**src/rtl/vending_pkg.sv**
```systemverilog
// Shared coin codes, FSM state type and coin-value decode for the vending change controller.
// Optional refund support elsewhere in the slice is selected by VEND_CANCEL_EN.
package vending_pkg;

    localparam logic [1:0] COIN_NONE = 2'b00;
    localparam logic [1:0] COIN_5    = 2'b01;
    localparam logic [1:0] COIN_10   = 2'b10;
    localparam logic [1:0] COIN_25   = 2'b11;

    typedef enum logic {
        COLLECT = 1'b0,
        CHANGE  = 1'b1
    } state_e;

    // Credit value of a coin code in 5-unit steps.
    function automatic logic [2:0] coin_steps(input logic [1:0] coin);
        case (coin)
            COIN_5:  coin_steps = 3'd1;
            COIN_10: coin_steps = 3'd2;
            COIN_25: coin_steps = 3'd5;
            default: coin_steps = 3'd0;
        endcase
    endfunction

endpackage

```
**src/rtl/vending_change_ctrl_if.sv**
```systemverilog
// Coin-acceptor / actuator bus of the vending change controller.
// The cancel signal exists only when VEND_CANCEL_EN is defined.
interface vending_change_ctrl_if #(
    parameter int CREDIT_W = 8
);
    logic [1:0]          coin;
`ifdef VEND_CANCEL_EN
    logic                cancel;
`endif
    logic                chg_ready;
    logic                dispense;
    logic                chg5;
    logic                coin_reject;
    logic [CREDIT_W-1:0] credit;

`ifdef VEND_CANCEL_EN
    modport master (output coin, cancel, chg_ready,
                    input  dispense, chg5, coin_reject, credit);
    modport slave  (input  coin, cancel, chg_ready,
                    output dispense, chg5, coin_reject, credit);
`else
    modport master (output coin, chg_ready,
                    input  dispense, chg5, coin_reject, credit);
    modport slave  (input  coin, chg_ready,
                    output dispense, chg5, coin_reject, credit);
`endif

endinterface

```
**src/rtl/vend_change_ctr.sv**
```systemverilog
// Loadable change-token down-counter; offers one 5-unit token per cycle over chg5/chg_ready.
module vend_change_ctr #(
    parameter int W = 8
) (
    input  logic         clk,
    input  logic         reset_n,
    input  logic         load,
    input  logic [W-1:0] load_val,
    input  logic         chg_ready,
    output logic         chg5,
    output logic         done
);

    logic [W-1:0] count_q, count_d;
    logic         chg5_q, chg5_d;

    always_comb begin
        // NOTE: defaults first so every path assigns every output; no latch can be inferred.
        count_d = count_q;
        chg5_d  = chg5_q;
        if (load) begin
            count_d = load_val;
            chg5_d  = (load_val != '0);
        end else if (chg5_q && chg_ready) begin
            count_d = count_q - W'(1);
            chg5_d  = (count_q != W'(1));
        end
    end

    // NOTE: state flops use non-blocking assignments so all registers update together at the edge.
    always_ff @(posedge clk or negedge reset_n) begin
        if (!reset_n) begin
            count_q <= '0;
            chg5_q  <= 1'b0;
        end else begin
            count_q <= count_d;
            chg5_q  <= chg5_d;
        end
    end

    assign chg5 = chg5_q;
    assign done = chg5_q && chg_ready && (count_q == W'(1));

endmodule

```
**src/rtl/vending_change_ctrl.sv**
```systemverilog
// Vending controller: accumulates coin credit up to PRICE_UNITS, pulses dispense, streams change.
// Define VEND_CANCEL_EN to add the refund (cancel) button.
module vending_change_ctrl
    import vending_pkg::*;
#(
    parameter int PRICE_UNITS = 4,
    parameter int CREDIT_W    = 8
) (
    input  logic                  clk,
    input  logic                  reset_n,
    vending_change_ctrl_if.slave  bus
);

    localparam logic [CREDIT_W:0] PRICE = (CREDIT_W+1)'(PRICE_UNITS);

    state_e              state_q, state_d;
    logic [CREDIT_W-1:0] credit_q, credit_d;
    logic                dispense_q, dispense_d;
    logic [CREDIT_W:0]   sum;
    logic                load;
    logic [CREDIT_W-1:0] load_val;
    logic                done;
    logic                cancel_take;

`ifdef VEND_CANCEL_EN
    assign cancel_take = (state_q == COLLECT) && bus.cancel && (credit_q != '0);
`else
    assign cancel_take = 1'b0;
`endif

    // One extra bit keeps the sum exact when credit sits just below a large price.
    assign sum = {1'b0, credit_q} + (CREDIT_W+1)'(coin_steps(bus.coin));

    always_comb begin
        state_d    = state_q;
        credit_d   = credit_q;
        dispense_d = 1'b0;
        load       = 1'b0;
        load_val   = '0;
        case (state_q)
            COLLECT: begin
                if (cancel_take) begin
                    load     = 1'b1;
                    load_val = credit_q;
                    credit_d = '0;
                    state_d  = CHANGE;
                end else if (bus.coin != COIN_NONE) begin
                    if (sum >= PRICE) begin
                        dispense_d = 1'b1;
                        credit_d   = '0;
                        load       = 1'b1;
                        load_val   = CREDIT_W'(sum - PRICE);
                        if (sum != PRICE) state_d = CHANGE;
                    end else begin
                        credit_d = sum[CREDIT_W-1:0];
                    end
                end
            end
            CHANGE: begin
                if (done) state_d = COLLECT;
            end
            default: state_d = COLLECT;
        endcase
    end

    always_ff @(posedge clk or negedge reset_n) begin
        if (!reset_n) begin
            state_q    <= COLLECT;
            credit_q   <= '0;
            dispense_q <= 1'b0;
        end else begin
            state_q    <= state_d;
            credit_q   <= credit_d;
            dispense_q <= dispense_d;
        end
    end

    vend_change_ctr #(.W(CREDIT_W)) u_change_ctr (
        .clk       (clk),
        .reset_n   (reset_n),
        .load      (load),
        .load_val  (load_val),
        .chg_ready (bus.chg_ready),
        .chg5      (bus.chg5),
        .done      (done)
    );

    assign bus.coin_reject = (bus.coin != COIN_NONE) && ((state_q == CHANGE) || cancel_take);
    assign bus.dispense    = dispense_q;
    assign bus.credit      = credit_q;

endmodule

```
**src/flat_wrapper.sv**
```systemverilog
// flat-port wrapper written by rule: the top's interface ports become plain ports
module vending_change_ctrl_flat import vending_pkg::*;
#(
    parameter int PRICE_UNITS = 4,
    parameter int CREDIT_W    = 8
)
  (clk, reset_n, bus_coin, bus_chg_ready, bus_dispense, bus_chg5, bus_coin_reject, bus_credit);
  vending_change_ctrl_if #(.CREDIT_W(CREDIT_W)) bus_i ();
  input  logic clk;
  input  logic reset_n;
  input wire logic [$bits(bus_i.coin)-1:0] bus_coin;
  input wire logic [$bits(bus_i.chg_ready)-1:0] bus_chg_ready;
  output wire logic [$bits(bus_i.dispense)-1:0] bus_dispense;
  output wire logic [$bits(bus_i.chg5)-1:0] bus_chg5;
  output wire logic [$bits(bus_i.coin_reject)-1:0] bus_coin_reject;
  output wire logic [$bits(bus_i.credit)-1:0] bus_credit;
  assign bus_i.coin = bus_coin;
  assign bus_i.chg_ready = bus_chg_ready;
  assign bus_dispense = bus_i.dispense;
  assign bus_chg5 = bus_i.chg5;
  assign bus_coin_reject = bus_i.coin_reject;
  assign bus_credit = bus_i.credit;
  vending_change_ctrl #(.PRICE_UNITS(PRICE_UNITS), .CREDIT_W(CREDIT_W)) u_core (.clk(clk), .reset_n(reset_n), .bus(bus_i));
endmodule
```
**config.mk**
```make
export PLATFORM = sky130hd
export DESIGN_NAME = vending_change_ctrl_flat
export DESIGN_NICKNAME = d
export VERILOG_FILES = /design/src/rtl/vending_pkg.sv /design/src/rtl/vending_change_ctrl_if.sv /design/src/rtl/vend_change_ctr.sv /design/src/rtl/vending_change_ctrl.sv /design/src/flat_wrapper.sv
export SDC_FILE = /design/constraint.sdc
export NUM_CORES = 1
export LEC_CHECK = 0
export CAP_MARGIN = 0
export CELL_PAD_IN_SITES_DETAIL_PLACEMENT = 0
export CELL_PAD_IN_SITES_GLOBAL_PLACEMENT = 2
export CORE_AREA = 2 2 71 73
export CTS_CLUSTER_DIAMETER = 120
export DETAILED_ROUTE_END_ITERATION = 7
export DIE_AREA = 0 0 73 75
export PLACE_DENSITY_LB_ADDON = 0.12
export SETUP_SLACK_MARGIN = 0.1
export SLEW_MARGIN = 20
export SYNTH_ARGS = -nofsm -noshare
export SYNTH_HDL_FRONTEND = slang
export SYNTH_SLANG_ARGS = --single-unit
export TNS_END_PERCENT = 50
```
**constraint.sdc**
```tcl
create_clock -name clk -period 2.4 [get_ports clk]
set_input_delay 0.72 -clock clk [delete_from_list [all_inputs] [get_ports clk]]
set_output_delay 0.72 -clock clk [all_outputs]
set_load 0.02 [all_outputs]
```
==> flow_summary.toml <==
[run_status]
run_status = "complete, but fails checks"
violations = "negative setup slack"

[flow_run]
drv_cap = 0

[power]
power_density_mw_per_mm2 = 778
power_leakage_nw = 0.881
vdd_drop_max_v = 0.000255

[critical_path]
slowest_delay_ps = 430
cp-startpoint = "bus_coin[0]"
worstPathCellList = "buf_8 > ha_4 > inv_2 > fa_2 > nand2b_4 > a221oi_2 > o2111a_1 > o22ai_2 > o31a_4 > mux2_4"
slowest_stage = "fa_2"
endpoint_kind = "register"
path_class = "primary input to register"
cp-start-kind = "primary input"
r2r_start = "u_core.bus.credit[0]"
worstPathRequired_ps = 2540
crit_arrival_ps = 2860
crit_path_max_fanout = 7

[drt]
met2_length_um = 1850
drt_first_pass_iters = 4
route.detailed.drc = 0
drt_iter0_drc = 30
vias = 1203
met1_length_um = 1710
vias_per_cell = 4.77
dr_wl_met3_um = 57
final_antenna_net_count = 0
dr.max_layer_used = "met4"
finalWirelength_um = 3630
routedWlPerCell_um = 14.4

[layout]
multi_input_area_mm2 = 0.00104
nFillCells = 458
drive_above_1_share_pct = 38.9
final_util_pct = 45.5
nets = 212
insertedDiodeCount = 0
regArea_um2 = 475
areaGrowthSynthToFinish_pct = 50.8
finalNonFillerCells = 252

[placement]
io_buffers = 15
dp_hpwl_um = 2790
pre_cts_ws_ps = -1220
dp_cells = 244
place_congestion = 0.899

[sta]
hold_viol = 0
min_period_ps = 2720
grt_setup_unrepaired = "true"
setup_violations = 13
skew_ps = 1.21
period_share_pct = 113
fmax_mhz = 368
worstMarginPinSlew_ps = 506
fin_ws_ps = -318
final-max-slew-violation-count = 0
slew_headroom_pct = 66.3

[clocking]
clock_sinks = 19
clockBufferDepth = 2
cts_tree = "yes"
htreeDepth = 1
clk_latency_ps = 250
cts_hold_buffers = 0
path_clk_slew_ps = 70
cts_root_buf = "clkbuf_8"
cts-buffers-inserted = 3

[synthesis]
synth_top_family_by_area = "simple AND/OR/NAND/NOR gates"
synthAdderAreaFrac_pct = 7.64
synth-xor-area-share_pct = 9.33
yosys.area.top_type = "dfrtp_1"
synth_simple_gate_area_share_pct = 21.8
syn_area_per_cell_um2 = 9.58
yosys_most_used_dff = "dfrtp_1"
yosysWarnings = 0
synth_mux_area_share_pct = 8.53
synth_compound_area_share_pct = 13.5
async_flop_share_pct = 100
netlist_area_mm2 = 0.00141
seq_area_frac_synth_pct = 33.8
ys_types = 47
synth_fp_nets = 160
synth_top_area_share_pct = 33.8
synthTopCellsByArea = "dfrtp_1 (34%), xnor2_1 (8.1%), ha_1 (6.2%), mux2i_1 (4.3%), mux2_4 (4.3%)"
synth-edff-count = 0
syn_inst = 147
synth-seq-cells = 19

[floorplanning]
ioPinCount = 16
die_width_um = 73
std_cell_rows = 25
fp.dieH_um = 75
coreArea_mm2 = 0.00466
initial_utilization_pct = 30.2
die_area_mm2 = 0.00548

[grt]
grtUsageTotal_pct = 14.3
antenna_found_initial = 0
grt_pass1_wl_um = 5980
grt_pass1_vias = 1244
grt_max_degree = 20
grt_overflow = 0

[min_path]
hold_start = "u_core.bus.credit[1]"
hold_class = "register to register"
[worst paths after layout]
check | end | slack (ps) | cells after the start
max | u_core.u_change_ctr.count_q[0] | -320 | 10
min | u_core.bus.credit[1] | 590 | 2
max reg2reg | u_core.u_change_ctr.count_q[0] | -190 | 9
min reg2reg | u_core.bus.credit[1] | 590 | 2
max in group asynchronous | u_core.u_change_ctr.count_q[1] | 1380 | 2
min in group asynchronous | u_core.u_change_ctr.count_q[4] | 810 | 2
[flip-flops by register name, indices dropped and copies added (netlist names)]
signal                       cells
u_core.u_change_ctr.chg5         1
u_core.u_change_ctr.count_q      8
u_core.bus.credit                8
u_core.state_q                   1
u_core.bus.dispense              1
[per-layer routing]
layer | up-vias | track usage, %
met1 | 576 | 17.7
met5 | - | 0
met2 | 7 | 26.3
met3 | 2 | 2.01
met4 | 0 | 3.09
li1 | 618 | -
[layout make-up]
class / count / share of cell area [%]
clock buffers: 4 / 2.12
repair buffers: 55 / 21.9
flip-flops and latches: 19 / 22.4
inverters: 8 / 1.42
well taps: 54 / 3.18
multi-input cells: 112 / 48.9
[power breakdown]
part	internal [mW]	switching (mW)	leakage, nW	total [mW]
Combinational	0.508	0.392	0.623	0.900
Sequential	0.425	0.0994	0.235	0.524
Clock	0.118	0.108	0.0228	0.226
Total	1.05	0.599	0.881	1.65
[timing repair]
item	CTS	global route
pin swaps	11	9
gates cloned	0	0
buffers inserted	4	0
setup endpoints to repair	14	14
gates resized for setup	29	12
[worst max-delay path, delay by kind of cell]
family,cells,cell delay [ps]
compound gates,4,950
fa+ha+maj,2,560
buf+inv,2,120
mux,1,310
simple gates,1,190
[synth_stat cells, types with 2 or more instances]
master	instances
mux2i_1	6
clkbuf_1	5
nand2_1	11
and2_1	7
nand2b_1	4
inv_1	8
a21oi_1	3
nor2b_1	2
or4_1	2
ha_1	7
or2_2	3
o21ai_0	5
mux2_4	4
nor2_1	8
o32ai_1	2
nand3_1	6
xor2_1	2
nor4_1	2
xnor2_1	13
dfrtp_1	19
buf_6	2
[logic make-up (layout without fill, tap and decap cells)]
group                      count (synthesis)  in the layout
xor gates and xnor gates                  15             15
muxes                                     10             10
AOI/OAI and AO/OA                         25             25
and+or+nand+nor                           54             54
DFF                                       19             19
adders and majority gates                  8              8
buffers and inverters                     16             67
[stage by stage]
step	power [mW]	hold slack, ps	setup TNS, ps	cell area [um2]
finish	1.65	591	-3350	2120
detailed placement	1.36	575	-15480	1890
global placement	1.35	558	-15200	1890
floorplan	1.03	424	-5810	1440
global route	1.77	620	-4580	2120
CTS	1.63	590	-3990	2060
[cell usage in the layout (no fill, tap or decap), types with 3 or more instances in the layout]
master | Yosys | routed
mux2_4 | 4 | 4
dfrtp_1 | 19 | 19
mux2i_1 | 6 | 6
inv_1 | 8 | 7
clkdlybuf4s50_1 | 0 | 12
clkbuf_8 | 0 | 3
nand3_1 | 6 | 5
xnor2_1 | 13 | 11
ha_1 | 7 | 4
nor2_1 | 8 | 8
nand2_1 | 11 | 10
buf_4 | 0 | 38
and2_1 | 7 | 6
Note: power is estimated with default switching activity, not from simulation.
